`config.mk`:
```
export PLATFORM = sky130hd
export DESIGN_NAME = logic_e_lut
export DESIGN_NICKNAME = d
export VERILOG_FILES = /design/src/rtl/logic_e_pkg.sv /design/src/rtl/logic_e_cfg_chain.sv /design/src/rtl/logic_e_lut.sv
export SDC_FILE = /design/constraint.sdc
export NUM_CORES = 1
export LEC_CHECK = 0
export ABC_AREA = 1
export ABC_CLOCK_PERIOD_IN_PS = 6400
export CAP_MARGIN = 40
export CORE_MARGIN = 2
export CORE_UTILIZATION = 37
export DETAILED_ROUTE_END_ITERATION = 8
export HOLD_SLACK_MARGIN = 0.08
export SLEW_MARGIN = 20
export SYNTH_ARGS = -nofsm -noshare
export SYNTH_HDL_FRONTEND = slang
export SYNTH_SLANG_ARGS = --single-unit
export TNS_END_PERCENT = 30
```
`constraint.sdc`:
```
create_clock -name clk -period 6.4 [get_ports clk]
set_input_delay 1.28 -clock clk [delete_from_list [all_inputs] [get_ports clk]]
set_output_delay 1.28 -clock clk [all_outputs]
set_load 0.01 [all_outputs]
```
`src/rtl/logic_e_pkg.sv`:
```
// Shared definitions for the LUT logic element: output-stage modes and
// configuration-word field offsets.
package logic_e_pkg;

    typedef enum logic [1:0] {
        MODE_COMB = 2'b00,
        MODE_DFF  = 2'b01,
        MODE_TFF  = 2'b10,
        MODE_HOLD = 2'b11
    } le_mode_e;

    // Truth table occupies the low 2^K bits of the word.
    function automatic int tt_lsb();
        return 0;
    endfunction

    function automatic int tt_width(input int k);
        return 1 << k;
    endfunction

    // Select field j sits just above the truth table, packed LSB-first.
    function automatic int sel_lsb(input int k, input int sel_w, input int j);
        return (1 << k) + j * sel_w;
    endfunction

    function automatic int mode_lsb(input int k, input int sel_w);
        return (1 << k) + k * sel_w;
    endfunction

    // Init bit is the MSB, so it is the first bit shifted into the chain.
    function automatic int init_bit(input int k, input int sel_w);
        return (1 << k) + k * sel_w + 2;
    endfunction

    function automatic int cfg_width(input int k, input int sel_w);
        return (1 << k) + k * sel_w + 3;
    endfunction

endpackage

```
`src/rtl/logic_e_cfg_chain.sv`:
```
// Double-buffered serial configuration store: a shadow shift register that
// daisy-chains between elements and an active word updated only on commit.
module logic_e_cfg_chain #(
    parameter int CFG_W = 43
) (
    input  logic             clk,
    input  logic             rst,
    input  logic             cfg_en_i,
    input  logic             cfg_din_i,
    input  logic             cfg_load_i,
    output logic [CFG_W-1:0] active_o,
    output logic             cfg_valid_o,
    output logic             cfg_dout_o,
    output logic             shadow_init_o
);

    logic [CFG_W-1:0] shadow_q, shadow_d;
    logic [CFG_W-1:0] active_q, active_d;
    logic             valid_q, valid_d;

    // Next-state: shift and commit are independent, and the commit always
    // samples the shadow as it stood before this edge.
    always_comb begin
        shadow_d = shadow_q;
        active_d = active_q;
        valid_d  = valid_q;
        if (cfg_en_i) begin
            shadow_d = {shadow_q[CFG_W-2:0], cfg_din_i};
        end
        if (cfg_load_i) begin
            active_d = shadow_q;
            valid_d  = 1'b1;
        end
    end

    // Configuration registers, cleared asynchronously.
    always_ff @(posedge clk or posedge rst) begin
        if (rst) begin
            shadow_q <= '0;
            active_q <= '0;
            valid_q  <= 1'b0;
        end else begin
            shadow_q <= shadow_d;
            active_q <= active_d;
            valid_q  <= valid_d;
        end
    end

    assign active_o      = active_q;
    assign cfg_valid_o   = valid_q;
    assign cfg_dout_o    = shadow_q[CFG_W-1];
    assign shadow_init_o = shadow_q[CFG_W-1];

endmodule

```
`src/rtl/logic_e_lut.sv`:
```
// K-input LUT logic element: routed input muxes, truth-table lookup and a
// configurable output stage (comb / DFF / TFF / hold), configured through a
// double-buffered serial chain.
module logic_e_lut
    import logic_e_pkg::*;
#(
    parameter int K          = 4,
    parameter int NUM_INPUTS = 33,
    parameter int SEL_W      = 6
) (
    input  logic                  clk,
    input  logic                  rst,
    input  logic [NUM_INPUTS-1:0] all_inputs,
    input  logic                  cfg_en,
    input  logic                  cfg_din,
    input  logic                  cfg_load,
    output logic                  cfg_dout,
    output logic                  cfg_valid,
    output logic                  leOut
);

    localparam int TT_W  = tt_width(K);
    localparam int CFG_W = cfg_width(K, SEL_W);
    localparam int TT_LO = tt_lsb();
    localparam int MD_LO = mode_lsb(K, SEL_W);

    logic [CFG_W-1:0] active_w;
    logic             valid_w;
    logic             shadow_init_w;
    logic [TT_W-1:0]  tt_w;
    le_mode_e         mode_w;
    logic [K-1:0]     idx_w;
    logic             f_w;
    logic             q_q, q_d;

    logic_e_cfg_chain #(
        .CFG_W(CFG_W)
    ) u_cfg (
        .clk          (clk),
        .rst          (rst),
        .cfg_en_i     (cfg_en),
        .cfg_din_i    (cfg_din),
        .cfg_load_i   (cfg_load),
        .active_o     (active_w),
        .cfg_valid_o  (valid_w),
        .cfg_dout_o   (cfg_dout),
        .shadow_init_o(shadow_init_w)
    );

    assign tt_w   = active_w[TT_LO +: TT_W];
    assign mode_w = le_mode_e'(active_w[MD_LO +: 2]);

    // Input routing: each LUT input picks one bus bit; selects beyond the
    // bus width read as 0 rather than wrapping or indexing out of range.
    always_comb begin
        idx_w = '0;
        for (int j = 0; j < K; j++) begin
            for (int i = 0; i < NUM_INPUTS; i++) begin
                if (active_w[sel_lsb(K, SEL_W, j) +: SEL_W] == SEL_W'(i)) begin
                    idx_w[j] = all_inputs[i];
                end
            end
        end
    end

    assign f_w = tt_w[idx_w];

    // Output-stage next state; a commit loads the init bit and overrides the
    // mode update in the same cycle.
    always_comb begin
        q_d = q_q;
        if (cfg_load) begin
            q_d = shadow_init_w;
        end else if (valid_w) begin
            case (mode_w)
                MODE_DFF: q_d = f_w;
                MODE_TFF: q_d = q_q ^ f_w;
                default:  q_d = q_q;
            endcase
        end
    end

    // Output-stage state register.
    always_ff @(posedge clk or posedge rst) begin
        if (rst) begin
            q_q <= 1'b0;
        end else begin
            q_q <= q_d;
        end
    end

    // Output forced low until the first commit; comb mode bypasses q.
    always_comb begin
        leOut = 1'b0;
        if (valid_w) begin
            leOut = (mode_w == MODE_COMB) ? f_w : q_q;
        end
    end

    assign cfg_valid = valid_w;

endmodule

```
======== Yosys cells after proc, flatten, opt, wreduce, memory -nomap -nowiden ========
Index checks and enable logic that the tools add are counted.
operators by class
  order comparisons ....................... 1
  equality and inequality tests ........... 130
  mux-type cells .......................... 139
  bitwise gates (word level) .............. 1
  reduce and logical (&&, ||, !) cells .... 8
operator list
  operator              number
  $eq A6 B5 Y1 const B  64
  $eq A6 B4 Y1 const B  32
  $mux W1               137
  $eq A6 B3 Y1 const B  16
  $eq A6 B2 Y1 const B  8
  $eq A6 B1 Y1 const B  4
  $eq A6 B6 Y1 const B  4
  $logic_not A6 Y1      4
  $lt A4 B5 Y1 const B  1
  $bmux W1 S4           1
  $reduce_bool A3 Y1    1
  $eq A2 B1 Y1 const B  1
  $eq A2 B2 Y1 const B  1
  $logic_not A2 Y1      1
  $pmux W1 S2           1
  $reduce_and A2 Y1     1
  $reduce_bool A2 Y1    1
  $xor A1 B1 Y1         1
storage, ports and cells
  flip-flop bits (word level) ............. 87
  bits of input ports ..................... 38
  output and inout bits ................... 3
  word-level logic and storage cells ...... 283

======== Longest topological paths before layout ========
  depth in word-level cells ............... 40
  depth in mapped cells ................... 35
  mapped depth without buffers ............ 35

======== Modules after synthesis ========
From an unflattened synthesis, not the netlist that was laid out.
second synthesis, totals
  cells, all modules ...................... 795
  area, all modules ....................... 5546.6 um^2
by module, submodules not included
  module             instances  cells an instance  area an instance (um^2)  sequential area each (um^2)
  logic_e_cfg_chain  1          368                3427.0                   2177.1
  logic_e_lut        1          427                2119.5                   25.0

======== Worst setup path after synthesis ========
Ideal clock, no wire load.
  kind .................................... input to output
  start ................................... input all_inputs[0]
  end ..................................... output leOut
  arrival time ............................ 3.227 ns
  required time ........................... 5.120 ns
  path slack .............................. 1.893 ns
  stages .................................. 29
  buffers on the path ..................... 0
  cells stage by stage .................... nand3_1 nand2_1 nor2_1 nand2_1 nand2_1 nand2_1 nand2_1 nand4_1 nand2_1 nand2_1 nand2_1 nand4_1 nor2_1 nand4_1 nand2_1 nand4_1 nor2_1 nand4_1 nand2_1 nand2_1 nand2_2 nand2_4 nand3_1 nand3_1 nand3_1 nand3_2 nand2_2 o21ai_1 a21oi_1
on the way
  cells in the longest elaborated chain, start to end .. 37
  elaborated cells on any way between the ends .. 136
  those cells by class .................... 136 x mux
RTL lines
  item                             RTL line           source
  from (decl)                      logic_e_lut.sv:13  input logic [NUM_INPUTS-1:0] all_inputs,
  $mux W1 (33 in a row)            logic_e_lut.sv:59  if (active_w[sel_lsb(K, SEL_W, j) +: SEL_W] == SEL_W'(i)) begin
  $bmux W1 S4 *                    logic_e_lut.sv:66  assign f_w = tt_w[idx_w];
  $mux W1 (implied by the code) *  logic_e_lut.sv:66
  $mux W1 *                        logic_e_lut.sv:96  leOut = (mode_w == MODE_COMB) ? f_w : q_q;
  $mux W1 *                        logic_e_lut.sv:95  if (valid_w) begin
  to (decl)                        logic_e_lut.sv:19  output logic leOut
Mark *: on every way between the ends. The rest lies on a longest branch, timed or not. The select of a mux whose other input is x is not followed.

======== Final worst setup path ========
  start ................................... input all_inputs[5]
  end ..................................... output leOut
on the way
  cells in the longest elaborated chain, start to end .. 32
  elaborated cells on any way between the ends .. 116
  those cells by class .................... 116 x mux
RTL lines
  item                             RTL line
  $mux W1 (28 in a row)            logic_e_lut.sv:59
  $bmux W1 S4 *                    logic_e_lut.sv:66
  $mux W1 (implied by the code) *  logic_e_lut.sv:66
  $mux W1 *                        logic_e_lut.sv:96
  $mux W1 *                        logic_e_lut.sv:95
Marked as above.

==> impl_metrics.xml <==
<?xml version="1.0" encoding="UTF-8"?>
<metrics>
  <group name="status">
    <metric name="outcome" unit="">finished, final reports clean</metric>
  </group>
  <group name="final_layout">
    <metric name="flow.area_growth_from_synthesis" unit="%">17.1</metric>
    <metric name="layout.cells.most_common_list" unit="">sky130_fd_sc_hd__nand2_1, sky130_fd_sc_hd__inv_1, sky130_fd_sc_hd__dfrtp_1</metric>
    <metric name="stdcell_count" unit="">1016</metric>
    <metric name="design.final.nets" unit="">865</metric>
    <metric name="final_layout_size_suffix_gt1_share" unit="%">8.29</metric>
    <metric name="diodes" unit="">0</metric>
    <metric name="commonest_non_fill_non_tap_cell_in_the_layout" unit="">sky130_fd_sc_hd__nand2_1</metric>
  </group>
  <group name="grt">
    <metric name="grt_pass1_vias" unit="">4920</metric>
    <metric name="grt_max_degree" unit="">87</metric>
    <metric name="grt.overflow.total" unit="">0</metric>
    <metric name="antenna_found_initial" unit="">0</metric>
    <metric name="globalRouteTotalUtil" unit="%">20.0</metric>
    <metric name="grt_first_pass_wirelength" unit="mm">25.2</metric>
  </group>
  <group name="timing">
    <metric name="max_slew.worst_pin.slew" unit="ns">0.748</metric>
    <metric name="final-setup-viol-count" unit="">0</metric>
    <metric name="totalNegativeSetupSlack" unit="ns">0</metric>
    <metric name="achievable-frequency" unit="GHz">0.166</metric>
    <metric name="report.final.slew_viol_count" unit="">0</metric>
    <metric name="final_min_period_over_clock_period" unit="%">94.2</metric>
    <metric name="timing.final.hold_violations" unit="">0</metric>
    <metric name="hold-worst-slack" unit="ns">0.478</metric>
    <metric name="slew-limit-headroom" unit="%">50.1</metric>
    <metric name="rsz0062_at_grt" unit="">no</metric>
    <metric name="clock_skew" unit="ns">0.00527</metric>
    <metric name="layout_min_cycle_time" unit="ns">6.03</metric>
  </group>
  <group name="power_and_ir_drop">
    <metric name="vdd.ir_drop.worst" unit="µV">181</metric>
    <metric name="power.share.clock" unit="%">30.3</metric>
    <metric name="cellPowerDensity" unit="nW/µm²">282</metric>
    <metric name="internal_power" unit="mW">1.13</metric>
    <metric name="netSwitchingFraction" unit="%">36.6</metric>
    <metric name="combinationalPowerShare" unit="%">31.0</metric>
    <metric name="power.leakage" unit="nW">2.94</metric>
    <metric name="power_switching" unit="µW">652</metric>
    <metric name="seqPwrFrac" unit="%">38.7</metric>
  </group>
  <group name="critical_path">
    <metric name="critical_path_required" unit="ns">5.12</metric>
    <metric name="worst_r2r_startpoint" unit="">u_cfg.active_o[22]</metric>
    <metric name="crit_path_max_incr_delay" unit="ns">0.60</metric>
    <metric name="timing.reg2reg.setup_slack" unit="ns">3.18</metric>
    <metric name="setup.worst_path.start" unit="">all_inputs[5]</metric>
    <metric name="crit_end" unit="">leOut</metric>
    <metric name="slowest_stage" unit="">sky130_fd_sc_hd__clkdlybuf4s50_1</metric>
    <metric name="setup.worst_path.start_class" unit="">primary input</metric>
    <metric name="path_depth" unit="">27</metric>
    <metric name="kind_of_critical_path" unit="">primary input to output port</metric>
    <metric name="r2r_cells" unit="">32</metric>
    <metric name="crit_top_cell" unit="">sky130_fd_sc_hd__nand2_1</metric>
    <metric name="worst_path_dominant_cell_family" unit="">simple AND/OR/NAND/NOR gates</metric>
    <metric name="setup.worst_path.end_class" unit="">output port</metric>
    <metric name="worstPathArrival" unit="ns">4.75</metric>
    <metric name="critical_path.reg2reg.endpoint" unit="">q_q</metric>
    <metric name="critical_path_peak_fanout" unit="">4</metric>
    <metric name="crit_buf_inv" unit="">3</metric>
  </group>
  <group name="min_path">
    <metric name="timing.hold.worst.class" unit="">flop to flop</metric>
  </group>
  <group name="routing">
    <metric name="wl_met2" unit="mm">6.27</metric>
    <metric name="wl" unit="mm">15.3</metric>
    <metric name="m1WireLength" unit="mm">7.23</metric>
    <metric name="routedWlPerCell" unit="µm">15.1</metric>
    <metric name="firstDrtPassIters" unit="">6</metric>
    <metric name="drtIter0Drc" unit="">712</metric>
    <metric name="route.met3.wl" unit="mm">1.24</metric>
    <metric name="ant_nets" unit="">0</metric>
    <metric name="remaining_drc_errors" unit="">0</metric>
    <metric name="route.top_layer_used" unit="">met4</metric>
    <metric name="detail_route.vias_per_cell" unit="">5.33</metric>
    <metric name="dr_total_vias" unit="">5416</metric>
  </group>
  <group name="clocking">
    <metric name="clock_transition_at_path_regs" unit="ns">0.06</metric>
    <metric name="clkSinkCount" unit="">87</metric>
    <metric name="cts.root.buffer_cell" unit="">sky130_fd_sc_hd__clkbuf_16</metric>
    <metric name="cts_made_buffers" unit="">9</metric>
    <metric name="tritoncts" unit="">done</metric>
    <metric name="post_cts_hold_buffer_count" unit="">0</metric>
    <metric name="clock_latency" unit="ns">0.35</metric>
    <metric name="cts.path.max_buffers" unit="">2</metric>
    <metric name="cts.htree.levels" unit="">3</metric>
  </group>
  <group name="place">
    <metric name="hpwlAfterDp" unit="mm">10.9</metric>
    <metric name="buffer_ports.inserted" unit="">40</metric>
    <metric name="placed_cells" unit="">999</metric>
    <metric name="finalWeightedCongestion" unit="">1.03</metric>
  </group>
  <group name="synthesis">
    <metric name="synth_compound_gate_area_share" unit="%">12.3</metric>
    <metric name="muxShareOfSynthArea" unit="%">0</metric>
    <metric name="warning_count_from_the_yosys_run" unit="">0</metric>
    <metric name="syn-mean-instance-area" unit="µm²">6.83</metric>
    <metric name="synth-xor-area-share" unit="%">0</metric>
    <metric name="adder_cell_share_of_the_synthesized_area" unit="%">0</metric>
    <metric name="post_synth_instance_area" unit="µm²">5410</metric>
    <metric name="synthCells" unit="">792</metric>
    <metric name="flop_and_latch_count_out_of_synthesis" unit="">87</metric>
    <metric name="ys_seq_area_share" unit="%">40.2</metric>
    <metric name="synth-simple-area-share" unit="%">36.3</metric>
    <metric name="synth_top_family_by_area" unit="">simple AND/OR/NAND/NOR gates</metric>
    <metric name="postSynthNetCount" unit="">830</metric>
    <metric name="synth.lib_cells_used.distinct" unit="">29</metric>
  </group>
  <group name="die">
    <metric name="initial_core_utilization" unit="%">37.5</metric>
    <metric name="die_height" unit="µm">125</metric>
    <metric name="num_io_pins" unit="">41</metric>
    <metric name="fp.dieArea" unit="µm²">15600</metric>
    <metric name="die_width" unit="µm">125</metric>
    <metric name="core_area" unit="µm²">14400</metric>
    <metric name="rows" unit="">44</metric>
  </group>
  <group name="run">
    <metric name="max_cap_viol_count" unit="">0</metric>
  </group>
</metrics>
-- metrics by stage --
step,setup slack (ns),instance area [µm²],util [%],power (mW)
3_3_place_gp,0.283,5980,41.5,1.24
2_1_floorplan,1.89,5410,-,1.08
3_5_place_dp,0.372,6010,41.7,1.24
6_report,0.371,6330,43.9,1.78
5_1_grt,0.00640,6330,43.9,1.91
4_1_cts,0.347,6320,43.8,1.80
-- synthesized netlist by cell type --
master                     number  area share, %
sky130_fd_sc_hd__nand2_1      180             12
sky130_fd_sc_hd__inv_1        119            8.3
sky130_fd_sc_hd__dfrtp_1       87             40
sky130_fd_sc_hd__nand4_1       79            9.1
sky130_fd_sc_hd__nor2_1        75            5.2
sky130_fd_sc_hd__o21ai_0       74            6.8
sky130_fd_sc_hd__nand3_1       53            4.9
sky130_fd_sc_hd__a21oi_1       26            2.4
sky130_fd_sc_hd__clkbuf_1      23            1.6
sky130_fd_sc_hd__inv_2         16            1.1
sky130_fd_sc_hd__nor3_1        13            1.2
sky130_fd_sc_hd__a31o_2         7            1.1
sky130_fd_sc_hd__o21ai_1        7           0.65
sky130_fd_sc_hd__nor2_2         5           0.58
sky130_fd_sc_hd__nor2_4         5            1.0
sky130_fd_sc_hd__a31oi_1        4           0.46
sky130_fd_sc_hd__nand2_2        3           0.35
sky130_fd_sc_hd__a41oi_1        2           0.32
sky130_fd_sc_hd__buf_2          2           0.19
sky130_fd_sc_hd__nand2_4        2           0.42
sky130_fd_sc_hd__nand3_2        2           0.37
sky130_fd_sc_hd__a32o_1         1           0.19
sky130_fd_sc_hd__nand3b_1       1           0.14
sky130_fd_sc_hd__nor3b_1        1           0.14
sky130_fd_sc_hd__nor4_1         1           0.12
sky130_fd_sc_hd__o211ai_1       1           0.14
sky130_fd_sc_hd__o31ai_1        1           0.14
sky130_fd_sc_hd__or2_0          1           0.12
sky130_fd_sc_hd__or2_2          1           0.12
-- power groups by stage --
stage | clock network [mW] | registers, mW | logic (mW)
final | 0.541 | 0.690 | 0.552
after global routing | 0.579 | 0.703 | 0.631
after CTS | 0.560 | 0.690 | 0.546
after detailed placement | 0 | 0.700 | 0.544
after global placement | 0 | 0.699 | 0.542
after floorplan | 0 | 0.689 | 0.390
-- worst reg2reg max path: cells and delay by family (launching register included) --
kind | cells | cell delay, ns
AO/OA/AOI/OAI | 1 | 0.16
flip-flops | 1 | 0.47
buffers and inverters | 2 | 0.17
AND/OR/NAND/NOR | 29 | 2.30
-- logic make-up (layout without fill, tap and decap cells) --
| group | count (synthesis) | count (layout) |
|---|---|---|
| DFF | 87 | 87 |
| AOI/OAI and AO/OA | 123 | 123 |
| and+or+nand+nor | 422 | 422 |
| buffers and inverters | 160 | 200 |
-- metal layers --
layer	track usage, %	vias to the layer above
met5	0	-
met4	8.50	0
met2	28.7	228
met1	29.0	2441
met3	4.64	50
li1	-	2697
-- registers in the layout, indices dropped and copies added (netlist names) --
| signal | flops |
|---|---|
| u_cfg.active_o | 42 |
| u_cfg.shadow_q | 43 |
| q_q | 1 |
| u_cfg.cfg_valid_o | 1 |
-- cell type report --
type                            instances  area, µm²
Inverter                              135        508
Clock inverter                          5       63.8
Multi-Input combinational cell        545       2640
Sequential cell                        87       2180
Tap cell                              184        230
Timing Repair Buffer                   49        478
Fill cell                            1486       8090
Clock buffer                           11        243
-- timing repair --
item | CTS | global route
gates resized for setup | 0 | 1
setup buffers | 0 | 0
endpoints found under the setup margin | 0 | 1
-- how the worst min path moves through the flow --
stage	from	end	slack [ns]	depth (start not counted)
final	u_cfg.shadow_q[10]	u_cfg.active_o[10]	0.48	2
after global routing	u_cfg.shadow_q[32]	u_cfg.active_o[32]	0.51	2
after CTS	u_cfg.shadow_q[8]	u_cfg.active_o[8]	0.48	2
after detailed placement	u_cfg.shadow_q[8]	u_cfg.active_o[8]	0.46	2
after global placement	u_cfg.shadow_q[20]	u_cfg.active_o[20]	0.46	2
after floorplan	q_q	q_q	0.45	2
(Power assumes the default switching activity.)
